### src/rtl/ws281x_pkg.sv
// Shared types and constants for the WS281x receive path.
package ws281x_pkg;

  typedef enum logic [1:0] {
    ST_RESYNC = 2'd0,
    ST_LOW    = 2'd1,
    ST_HIGH   = 2'd2
  } ws_state_e;

  localparam logic [7:0] HCNT_MAX     = 8'hFF;
  localparam int         PIX_BITS_DEF = 24;

  typedef logic [23:0] pixel_t;

endpackage

### src/rtl/ws281x_sync.sv
// Two-flop synchroniser for the WS281x data pin plus a delay flop for edge detection.
module ws281x_sync
  import ws281x_pkg::*;
(
  input  logic clk_i,
  input  logic rst_n_i,
  input  logic din_i,
  output logic level_o,
  output logic rise_o,
  output logic fall_o
);

  logic sync1_q, sync1_d;
  logic sync2_q, sync2_d;
  logic dly_q, dly_d;

  always_comb begin
    sync1_d = din_i;
    sync2_d = sync1_q;
    dly_d   = sync2_q;
  end

  always_ff @(posedge clk_i) begin
    if (!rst_n_i) begin
      sync1_q <= 1'b0;
      sync2_q <= 1'b0;
      dly_q   <= 1'b0;
    end else begin
      sync1_q <= sync1_d;
      sync2_q <= sync2_d;
      dly_q   <= dly_d;
    end
  end

  assign level_o = sync2_q;
  assign rise_o  = sync2_q & ~dly_q;
  assign fall_o  = ~sync2_q & dly_q;

endmodule

### src/rtl/ws281x_rx.sv
// WS281x one-wire receiver: pulse-width bit decoding, MSB-first pixel assembly
// and reset-gap (frame end) detection.
module ws281x_rx
  import ws281x_pkg::*;
#(
  parameter int PIX_BITS = PIX_BITS_DEF,
  parameter int LCNT_W   = 16
) (
  input  logic                clk_i,
  input  logic                rst_n_i,
  input  logic                din_i,
  input  logic [7:0]          thr_cnt_i,
  input  logic [LCNT_W-1:0]   rst_cnt_i,
  output logic                bit_vld_o,
  output logic                bit_data_o,
  output logic                pix_vld_o,
  output logic [PIX_BITS-1:0] pix_data_o,
  output logic                frame_end_o,
  output logic                err_o
);

  localparam int BCNT_W = $clog2(PIX_BITS);

  logic level, rise, fall;

  ws281x_sync u_sync (
    .clk_i   (clk_i),
    .rst_n_i (rst_n_i),
    .din_i   (din_i),
    .level_o (level),
    .rise_o  (rise),
    .fall_o  (fall)
  );

  ws_state_e           state_q, state_d;
  logic [LCNT_W-1:0]   lcnt_q, lcnt_d;
  logic [7:0]          hcnt_q, hcnt_d;
  logic [PIX_BITS-1:0] shift_q, shift_d;
  logic [BCNT_W-1:0]   bcnt_q, bcnt_d;
  logic [PIX_BITS-1:0] pix_data_q, pix_data_d;
  logic                bit_vld_q, bit_vld_d;
  logic                bit_data_q, bit_data_d;
  logic                pix_vld_q, pix_vld_d;
  logic                frame_end_q, frame_end_d;
  logic                err_q, err_d;

  logic [LCNT_W-1:0]   rst_eff;
  logic [LCNT_W-1:0]   lcnt_inc;
  logic [7:0]          hcnt_inc;
  logic                new_bit;
  logic [PIX_BITS-1:0] shift_nxt;

  always_comb begin
    rst_eff   = (rst_cnt_i == '0) ? LCNT_W'(1) : rst_cnt_i;
    lcnt_inc  = (lcnt_q == '1) ? lcnt_q : lcnt_q + LCNT_W'(1);
    hcnt_inc  = (hcnt_q == HCNT_MAX) ? hcnt_q : hcnt_q + 8'd1;
    new_bit   = (hcnt_q >= thr_cnt_i);
    shift_nxt = {shift_q[PIX_BITS-2:0], new_bit};

    state_d     = state_q;
    lcnt_d      = lcnt_q;
    hcnt_d      = hcnt_q;
    shift_d     = shift_q;
    bcnt_d      = bcnt_q;
    pix_data_d  = pix_data_q;
    bit_vld_d   = 1'b0;
    bit_data_d  = 1'b0;
    pix_vld_d   = 1'b0;
    frame_end_d = 1'b0;
    err_d       = 1'b0;

    case (state_q)
      ST_RESYNC: begin
        if (level) begin
          lcnt_d = '0;
        end else begin
          lcnt_d = lcnt_inc;
          if (lcnt_inc >= rst_eff) state_d = ST_LOW;
        end
      end

      ST_LOW: begin
        lcnt_d = lcnt_inc;
        // Pulse only on the crossing so a saturated counter cannot re-trigger.
        if (lcnt_q < rst_eff && lcnt_inc >= rst_eff) begin
          frame_end_d = 1'b1;
          bcnt_d      = '0;
          shift_d     = '0;
        end
        if (rise) begin
          hcnt_d  = 8'd1;
          state_d = ST_HIGH;
        end
      end

      ST_HIGH: begin
        if (fall) begin
          bit_vld_d  = 1'b1;
          bit_data_d = new_bit;
          shift_d    = shift_nxt;
          lcnt_d     = LCNT_W'(1);
          state_d    = ST_LOW;
          if (bcnt_q == BCNT_W'(PIX_BITS - 1)) begin
            pix_data_d = shift_nxt;
            pix_vld_d  = 1'b1;
            bcnt_d     = '0;
          end else begin
            bcnt_d = bcnt_q + BCNT_W'(1);
          end
        end else begin
          hcnt_d = hcnt_inc;
          if (hcnt_inc == HCNT_MAX) begin
            err_d   = 1'b1;
            shift_d = '0;
            bcnt_d  = '0;
            lcnt_d  = '0;
            state_d = ST_RESYNC;
          end
        end
      end

      default: state_d = ST_RESYNC;
    endcase
  end

  always_ff @(posedge clk_i) begin
    if (!rst_n_i) begin
      state_q     <= ST_RESYNC;
      lcnt_q      <= '0;
      hcnt_q      <= '0;
      shift_q     <= '0;
      bcnt_q      <= '0;
      pix_data_q  <= '0;
      bit_vld_q   <= 1'b0;
      bit_data_q  <= 1'b0;
      pix_vld_q   <= 1'b0;
      frame_end_q <= 1'b0;
      err_q       <= 1'b0;
    end else begin
      state_q     <= state_d;
      lcnt_q      <= lcnt_d;
      hcnt_q      <= hcnt_d;
      shift_q     <= shift_d;
      bcnt_q      <= bcnt_d;
      pix_data_q  <= pix_data_d;
      bit_vld_q   <= bit_vld_d;
      bit_data_q  <= bit_data_d;
      pix_vld_q   <= pix_vld_d;
      frame_end_q <= frame_end_d;
      err_q       <= err_d;
    end
  end

  assign bit_vld_o   = bit_vld_q;
  assign bit_data_o  = bit_data_q;
  assign pix_vld_o   = pix_vld_q;
  assign pix_data_o  = pix_data_q;
  assign frame_end_o = frame_end_q;
  assign err_o       = err_q;

endmodule

### config.mk
export PLATFORM = sky130hd
export DESIGN_NAME = ws281x_rx
export DESIGN_NICKNAME = d
export VERILOG_FILES = /design/src/rtl/ws281x_pkg.sv /design/src/rtl/ws281x_sync.sv /design/src/rtl/ws281x_rx.sv
export SDC_FILE = /design/constraint.sdc
export NUM_CORES = 1
export LEC_CHECK = 0
export CAP_MARGIN = 20
export CORE_ASPECT_RATIO = 2
export CORE_MARGIN = 1.5
export CORE_UTILIZATION = 45
export CTS_CLUSTER_DIAMETER = 80
export DETAILED_ROUTE_END_ITERATION = 8
export DONT_BUFFER_PORTS = 1
export GPL_TIMING_DRIVEN = 0
export PLACE_DENSITY = 0.71
export SETUP_SLACK_MARGIN = 0.15
export SLEW_MARGIN = 20
export SYNTH_ARGS = -nofsm -noshare
export SYNTH_HDL_FRONTEND = slang
export SYNTH_SLANG_ARGS = --single-unit
### constraint.sdc
create_clock -name clk_i -period 11 [get_ports clk_i]
set_input_delay 1.65 -clock clk_i [delete_from_list [all_inputs] [get_ports clk_i]]
set_output_delay 1.65 -clock clk_i [all_outputs]
set_load 0.02 [all_outputs]
==> metrics.txt <==
status finished, final reports clean; Period Utilization, post-route 0.440; die width 76.2 microns; critical path type flop to flop; CP Max Fanout 10; post-layout instance area approximately 0.0052 sq mm; Worst-path clk slew 0.06 ns; biggest area consumer among synthesized cells dfxtp_1; Peak supply drop ~0.10 mV; Max Root-Sink Buffers 2; CTS tree built; Inserted Diodes 0; Max Slew Vio Count 0; height of the die 149 microns; RSZ-0062 raised after global routing false; Cell Rows 53; post-synth cell types 54; Final Hold Vio Count 0; clock sink count 86; CTS Hold Bufs 0; Buffers on Ports 0; first-pass GRT wire length 19400 microns; worst hold margin 0.442 ns; Post-Syn Area 0.00482 sq mm; # IOs 56; actual slew at the worst max-slew pin 0.713 ns; WL final 11500 microns; Total Die Area 0.0114 sq mm; pin count of the biggest net entering global routing 13; Area growth syn-to-layout 8.88%; leakage 2.05 nW; core area 0.0105 sq mm; Vias/cell ~5.7; Internal Power 561 uW; Synth top area share 0.357; Post-synth top cells nand2_1 (144), dfxtp_1 (86), a21oi_1 (63), ha_1 (46), nand3_1 (33); H-tree levels 3; Mean Syn Cell Area roughly 8 sq um; maxcap violations 0; yosys warns 0; worst skew pair latency 0.33 ns; sequential element share of the synthesized area 0.357; type of the worst min-delay path flop to flop; CTS buffer count 9; min cycle time layout ~4.8 ns; Worst EP arrival roughly 5.1 ns; register share of total power 0.402; ANT nets after route 0; maximum clock rate 206 MHz; nature of the critical path endpoint flop; DRC 0; P_sw 271 uW; async set or reset register ratio after synthesis 0; vias in the first global route 4327; critical path launch point type flop; Cells after Synth slightly above 600; Post-Syn Nets approximately 680; Setup TNS 0 ns; Net Sw Frac 0.326; Wirelength per Cell 15.3 microns; CTS Root Cell clkbuf_16; GRT overflow 0; Cell Pwr Density 159 mW/mm^2; Most used DFF post-synth dfxtp_1; Post-synth EDFFs 0; Clock Power Share 0.319; post-CTS sizing 0; Max-Slew Margin vs Limit 0.511; Iter 0 DRT Violations ~130; starting density of the core 0.460; gr usage total 0.212; Inst Count DP 741; postcts setup bufs 0; combinational share of power 0.279; antenna violations before repair 0; top post-synthesis cells by area dfxtp_1 (36%), ha_1 (12%), nand2_1 (11%); Final Skew 0.00512 ns; Setup violations, final 0; DR pass1 iterations 4; register bit total from synthesis 86; fraction of layout instances using a drive strength above 1 0.0356; Layout Cells excl Fill 755; nets@finish 688; DP HPWL roughly 9100 microns; gpl congestion approximately 0.85; WP data required around 11 ns; most common cell in the synthesized netlist nand2_1; DR vias 4280; Placement Cell Area 0.00499 sq mm
## worst max-delay path: stages (launching register included)
cell and delay, ns:
dfxtp_1 0.49, and4_1 0.32, nand4_1 0.23, or2_2 0.36, clkbuf_1 0.24, and3_1 0.25, xor2_1 0.16, ha_1 0.35
o211ai_1 0.10, nor3_1 0.27, a211oi_1 0.15, o21ai_0 0.48, a32oi_1 0.35, nor2_2 0.48, buf_4 0.31, mux2i_1 0.21
## path summary, 6_finish.rpt
check	from	end	slack, ns	cells after the start
worst max-delay path	lcnt_q[2]$_SDFFE_PN0P_	shift_q[17]$_SDFFE_PN0P_	6.16	15
worst min-delay path	u_sync.sync1_q$_SDFF_PN0_	u_sync.level_o$_SDFF_PN0_	0.44	1
worst min register to register	u_sync.sync1_q$_SDFF_PN0_	u_sync.level_o$_SDFF_PN0_	0.44	1
worst max register to register	lcnt_q[2]$_SDFFE_PN0P_	shift_q[17]$_SDFFE_PN0P_	6.16	15
## sequential cells by signal, summed over array words and instances (netlist names)
name and cells:
bit_vld_o 1, u_sync.dly_q 1, err_o 1, bit_data_o 1, state_q 2, u_sync.sync1_q 1
pix_data_o 24, pix_vld_o 1, shift_q 23, bcnt_q 5, u_sync.level_o 1, lcnt_q 16
hcnt_q 8, frame_end_o 1
## logic make-up (layout without fill, tap and decap cells)
group,count (synthesis),after routing,share of synthesized area
buf+inv,56,70,0.0467
mux,30,30,0.0631
simple gates,257,257,0.245
flops,86,86,0.357
compound gates,119,119,0.151
fa+ha+maj,46,46,0.119
xor+xnor,10,10,0.0182
## final cells by class
cell class / instances / area, sq um
multi-input combinational: 462 / 2870
clock buffer: 12 / 246
sequential: 86 / 1720
inverter: 32 / 120
buffer: 24 / 105
tap: 137 / 171
clock inverter: 2 / 10.0
fill: 1052 / 5230
## metal layers
metal	up-vias	global-route usage	share of wire
met5	-	0	0
met4	0	0.119	0.041
met3	36	0.0318	0.034
met2	91	0.423	0.55
met1	2015	0.201	0.37
li1	2138	-	-
## cell usage in the layout, fill, tap and decap left out, types with 7 or more instances in the layout
cell type,netlist,layout
a21oi_1,63,63
clkbuf_16,0,9
a21o_1,7,7
nor3_1,12,12
mux2i_1,27,27
and2_1,7,7
nand2_1,144,144
inv_1,31,31
dfxtp_1,86,86
nor2_1,17,17
nand3_1,33,33
o21ai_0,13,13
ha_1,46,46
clkbuf_1,21,23
## power by group through the flow
| stage | Clock [mW] | Sequential (mW) | Combinational, mW |
|---|---|---|---|
| after global placement | 0 | 0.340 | 0.221 |
| after detailed placement | 0 | 0.340 | 0.230 |
| final | 0.265 | 0.335 | 0.232 |
| after global routing | 0.283 | 0.336 | 0.259 |
| after CTS | 0.271 | 0.334 | 0.232 |
| after floorplan | 0 | 0.337 | 0.180 |
## stage by stage
| stage | power, mW | utilization | worst slack, ns |
|---|---|---|---|
| after CTS | 0.836 | 0.501 | 6.22 |
| final | 0.833 | 0.501 | 6.16 |
| after global routing | 0.877 | 0.501 | 5.87 |
| after detailed placement | 0.570 | 0.476 | 6.27 |
| after floorplan | 0.517 | - | 7.03 |
| after global placement | 0.560 | 0.476 | 6.36 |
Power figures use the tool's default switching activity.
